**config.mk**
```make
export PLATFORM = sky130hd
export DESIGN_NAME = product_bcd_converter
export DESIGN_NICKNAME = d
export VERILOG_FILES = /design/src/rtl/product_bcd_converter.sv
export SDC_FILE = /design/constraint.sdc
export NUM_CORES = 1
export LEC_CHECK = 0
export CAP_MARGIN = 30
export CORE_UTILIZATION = 30
export DETAILED_ROUTE_END_ITERATION = 6
export PLACE_DENSITY = 0.59
export SYNTH_ARGS = -nofsm -noshare
export SYNTH_HDL_FRONTEND = slang
export SYNTH_SLANG_ARGS = --single-unit
```
**constraint.sdc**
```tcl
create_clock -name i_clk -period 1.3 [get_ports i_clk]
set_clock_uncertainty 0.05 [all_clocks]
set_input_delay 0.26 -clock i_clk [delete_from_list [all_inputs] [get_ports i_clk]]
set_output_delay 0.26 -clock i_clk [all_outputs]
set_load 0.02 [all_outputs]
```
**src/rtl/product_bcd_converter.sv**
```systemverilog
// product_bcd_converter: serial double-dabble conversion of a signed product to sign + BCD magnitude.
module product_bcd_converter #(
  parameter int W_IN     = 9,
  parameter int N_DIGITS = 3
) (
  input  logic                  i_clk,
  input  logic                  i_rst_n,
  input  logic                  i_start,
  input  logic [W_IN-1:0]       i_fu,
  output logic                  o_busy,
  output logic                  o_done,
  output logic                  o_neg,
  output logic [4*N_DIGITS-1:0] o_bcd
);
  localparam int BW = 4 * N_DIGITS;
  localparam int CW = $clog2(W_IN + 1);
  typedef enum logic [1:0] {IDLE, SHIFT, DONE} state_t;
  state_t          state;
  logic [BW-1:0]   bcd_w;
  logic [BW-1:0]   bcd_adj;
  logic [W_IN-1:0] mag;
  logic            neg;
  logic [CW-1:0]   cnt;
  always_comb begin
    bcd_adj = bcd_w;
    for (int d = 0; d < N_DIGITS; d++)
      bcd_adj[4*d +: 4] = (bcd_w[4*d +: 4] >= 4'd5) ? bcd_w[4*d +: 4] + 4'd3 : bcd_w[4*d +: 4];
  end
  always_ff @(posedge i_clk or negedge i_rst_n) begin
    if (!i_rst_n) begin
      state  <= IDLE;
      bcd_w  <= '0;
      mag    <= '0;
      neg    <= 1'b0;
      cnt    <= '0;
      o_busy <= 1'b0;
      o_done <= 1'b0;
      o_neg  <= 1'b0;
      o_bcd  <= '0;
    end else begin
      case (state)
        IDLE: begin
          o_done <= 1'b0;
          if (i_start) begin
            neg    <= i_fu[W_IN-1];
            mag    <= i_fu[W_IN-1] ? -i_fu : i_fu;
            bcd_w  <= '0;
            cnt    <= CW'(W_IN);
            o_busy <= 1'b1;
            state  <= SHIFT;
          end
        end
        SHIFT: begin
          {bcd_w, mag} <= {bcd_adj, mag} << 1;
          cnt          <= cnt - CW'(1);
          if (cnt == CW'(1)) state <= DONE;
        end
        DONE: begin
          o_bcd  <= bcd_w;
          o_neg  <= neg;
          o_done <= 1'b1;
          o_busy <= 1'b0;
          state  <= IDLE;
        end
        default: state <= IDLE;
      endcase
    end
  end
endmodule

```
After elaboration in Yosys (flattened, before gate mapping)
Cells that the tools add are included.
Storage, ports and cells
  register bits: 43
  input bits: 12
  logic and storage cells: 45
Operators by class
  add/subtract/negate cells: 5
  $lt $le $gt $ge: 3
  equality and inequality tests: 5
  multiplexer cells: 16
  reductions and logical operators: 7
Operator list (count)
  one-hot mux 12 bit (2 select lines): 1
  two-way mux 9 bit: 2
  one-hot mux 9 bit (2 select lines): 1
  greater-or-equal comparator 4 x 3 -> 1 bit, second input constant: 3
  two-way mux 12 bit: 1
  two-way mux 4 bit: 3
  negation 9 bit: 1
  adder 4 x 2 -> 4 bit, second input constant: 2
  one-hot mux 4 bit (2 select lines): 1
  AND reduction 2 bit: 4
  equality test 4 x 1 -> 1 bit, second input constant: 1
  two-way mux 2 bit: 2
  != test 2 bit, second input constant: 2
  one-hot mux 1 bit (2 select lines): 2
  one-hot mux 2 bit (2 select lines): 1
  nonzero test 2 bit: 2
  subtractor 4 x 1 -> 4 bit, second input constant: 1
  adder 3 x 2 -> 3 bit, second input constant: 1
  two-way mux 3 bit: 1
  equality test 2 x 1 -> 1 bit, second input constant: 1
  equality test 2 bit, second input constant: 1
  zero test 2 bit: 1
  two-way mux 1 bit: 1

Logic depth before layout (Yosys ltp)
  word-level depth: 4
  mapped depth: 6
  mapped depth without buffers: 6

Worst setup path after synthesis
OpenSTA, ideal clock, no wires.
  path kind: reg-to-reg
  start: reg bcd_w[4]
  end: reg bcd_w[6]
  arrival: 1.301 ns
  required time: 1.124 ns
  setup slack: -0.177 ns
  cell stages (with the launch flop): 7
  buffers on the path: 0
  cell sequence: dfrtp_1 -> inv_1 -> ha_1 -> nand2b_1 -> a21oi_1 -> nor3_1 -> a221o_1
On the way
  cells in the longest elaborated chain, start to end: 3
  elaborated cells on any way between the ends: 4
Ends and longest elaborated chain
  start, declared: RTL line 19  | logic [BW-1:0] bcd_w;
  start signal, assigned: RTL line 54  | {bcd_w, mag} <= {bcd_adj, mag} << 1;
  adder 4 x 2 -> 4 bit / greater-or-equal comparator 4 x 3 -> 1 bit (equally long branches): RTL line 27  | bcd_adj[4*d +: 4] = (bcd_w[4*d +: 4] >= 4'd5) ? bcd_w[4*d +: 4] + 4'd3 : bcd_w[4*d +: 4];
  two-way mux 4 bit (*): RTL line 27
  one-hot mux 12 bit (2 select lines) (*): RTL line 41  | case (state)
Mark *: on every way between the ends. The rest lies on a longest branch, timed or not.
A chain may end at the register's enable or synchronous reset.

Final worst setup path
  start: reg bcd_w[5]
  end: reg bcd_w[8]
Same word-level chain as after synthesis.

==> results.yml <==
status:
  outcome: "finished, violations left"
  violations: "negative setup slack"
synth:
  synth_area_per_cell_um2: 10.8
  synth.area.top_cells: "dfrtp_1 51%, ha_1 5.4%, mux2_2 3.8%"
  synth.most_common_cell: "dfrtp_1"
  syn_inst: 193
  synth_warnings: 0
  synthTopCellsByCount: "43 x dfrtp_1, 20 x nand2_1, 13 x o21ai_0"
  synthDistinctLibCells: 38
  synth_area_leader_cell: "dfrtp_1"
  ys.flop_type: "dfrtp_1"
  synth-edff-count: 0
  synth-seq-cells: 43
  netlist_area_mm2: 0.00209
  syn_nets: 214
  synth.top_cell.area_share: 0.515
  yosysSeqAreaShare: 0.515
  synthArstFlopShare: 1.00
clock_tree:
  cts_made_buffers: 5
  tritoncts: "yes"
  path_clk_slew_ns: 0.08
  cts.sinks: 43
  worst_skew_pair.late_latency_ns: 0.30
  clock-root-buffer: "clkbuf_8"
  cts_max_level: 2
  clockBufferDepth: 2
setup_path:
  ff2ff_setup_slack_ns: -0.13
  critPathArrivalTime_ns: 1.59
  start_kind: "register"
  end_kind: "register"
  path_max_fanout: 4
  critical_path_required_ns: 1.46
  criticalPathCategory: "register to register"
final_layout:
  stdcell_area_mm2: 0.00345
  area_delta_synth_final_pct: 65.1
  drive_gt1_frac: 0.584
  multiInputGateArea_mm2: 0.00130
  nNetsFinal: 306
  final_util: 0.511
  num_antenna_cells: 0
  regArea_mm2: 0.00108
  fillCellCount: 614
floorplanning:
  die_area_mm2: 0.00730
  core-area_mm2: 0.00676
  pin_count: 27
  rows: 30
  die_h_um: 85.5
  start_util: 0.309
  die_w_um: 85.5
sta:
  finalMaxSlewViolations: 0
  setup_violations: 21
  worst_pin_slew_ns: 0.336
  maxSlewHeadroom: 0.776
  finalHoldViolations: 0
  finalCritPeriodShare: 1.10
  min_period_ns: 1.43
  fmax_mhz: 700
  worst_slack_ns: -0.129
  fin_tns_setup_ns: -0.860
  grt_setup_unrepaired: "true"
flow_run:
  cap_violations: 0
place:
  portBuffers: 26
  dp.final_hpwl_um: 3180
  globalplace.congestion: 0.728
  post_dp_cell_area_mm2: 0.00289
global_route:
  grt_pass1_vias: 1732
  met3_usage: 0.0379
  met1_usage: 0.186
  grt_pass1_wl_um: 8280
  grt.overflow.total: 0
  top_usage_layer: "met2"
  gr-usage-met2: 0.244
  grt_use_total: 0.144
  grt_max_degree: 44
  antenna_found_initial: 0
drt:
  drt_iter0_markers: 83
  vias: 1751
  wl_per_cell_um: 14.1
  drcViolationCount: 0
  routed_via_density: 4.78
  ant_nets: 0
  wl_um: 5160
  firstDrtPassIters: 4
power_and_ir_drop:
  irDropWorstVdd_mv: 0.754
  power_leakage_nw: 1.57
  p_per_area_mw_per_mm2: 2170
hold_path:
  hp-class: "input port to register"
-- timing repair --
| item | CTS | global route |
|---|---|---|
| hold buffers | 1 | 0 |
| cloned | 2 | 0 |
| endpoints found under the hold margin | 43 | 0 |
| endpoints found under the setup margin | 54 | 52 |
| gates resized for setup | 82 | 73 |
| buffers inserted | 8 | 9 |
| pin swaps | 21 | 19 |
-- final timing paths --
path                                      start              endpoint  cells past startpoint
min                                     i_fu[0]    mag[0]$_DFFE_PN0P_                      4
max in group asynchronous               i_rst_n  state[0]$_DFFE_PN0P_                      3
min reg2reg                o_bcd[0]$_DFFE_PN0P_  o_bcd[0]$_DFFE_PN0P_                      2
min in group asynchronous               i_rst_n  o_bcd[2]$_DFFE_PN0P_                      3
max reg2reg                bcd_w[5]$_DFFE_PN0P_  bcd_w[8]$_DFFE_PN0P_                      7
max                        bcd_w[5]$_DFFE_PN0P_  bcd_w[8]$_DFFE_PN0P_                      7
-- metal layers --
layer  routed length [µm]  vias to the layer above  part of all wire
met2                 2730                       34              0.53
met5                    0                        -                 0
li1                     -                      867                 -
met1                 2200                      843              0.43
met3                  181                        7             0.035
met4                   49                        0            0.0095
-- placed cells by master (no fill, tap or decap), types with 3 or more instances in the layout --
master / count
mux2_2: 5
o21ai_0: 4
o21ai_2: 7
clkbuf_8: 6
a221o_1: 4
xnor2_1: 3
clkbuf_2: 12
ha_4: 6
o21ai_1: 8
clkdlybuf4s15_1: 4
dlygate4sd2_1: 4
o31ai_4: 3
xor2_1: 7
a22oi_1: 3
inv_2: 6
inv_1: 3
nand2b_4: 5
nor2_1: 4
dfrtp_1: 40
buf_6: 17
dfrtp_2: 3
nand2_2: 3
a21oi_4: 3
nand2_1: 17
o22ai_2: 3
buf_4: 50
-- cell families (layout without fill, tap and decap cells) --
kind of cell | Yosys count | in the layout | synth area share
multiplexers | 8 | 8 | 0.0425
AO/OA/AOI/OAI | 51 | 51 | 0.166
flip-flops | 43 | 43 | 0.515
XOR/XNOR | 12 | 12 | 0.0503
adder cells (fa/ha/maj) | 9 | 9 | 0.0539
buffers and inverters | 21 | 114 | 0.0491
AND/OR/NAND/NOR | 49 | 49 | 0.123
-- area by class of cell --
cell class	instances	area share
multi-input cells	129	0.378
flip-flops and latches	43	0.313
repair buffers	95	0.234
well taps	80	0.0290
clock buffers	6	0.0239
inverters	11	0.0178
clock inverters	2	0.00472
-- worst max-delay path, cell delays in order, from the launching register on --
cell,delay [ns]
dfrtp_1,0.40
inv_2,0.12
ha_4,0.14
nand2b_4,0.12
a21oi_4,0.06
buf_4,0.14
buf_4,0.12
o32ai_2,0.18
-- power by group --
| part | switching [W] | internal, W |
|---|---|---|
| sequential | 0.000488 | 0.00186 |
| clock | 0.000488 | 0.000434 |
| combinational | 0.00191 | 0.00229 |
| total | 0.00288 | 0.00458 |
-- stage by stage --
step / hold WS, ns / setup slack, ns / std cells / total power, W
floorplan: -0.0856 / -0.109 / 193 / 0.00415
global placement: 0.204 / -0.733 / 339 / 0.00539
detailed placement: 0.205 / -0.738 / 339 / 0.00544
CTS: 0.284 / -0.124 / 358 / 0.00683
global route: 0.243 / -0.173 / 366 / 0.00795
finish: 0.242 / -0.129 / 366 / 0.00747
-- registers in the layout (all words and copies together) (netlist names) --
register and cells:
bcd_w 12, o_bcd 12, mag 9, cnt 4, state 2, neg 1
o_busy 1, o_done 1, o_neg 1
Power figures use the tool's default switching activity.
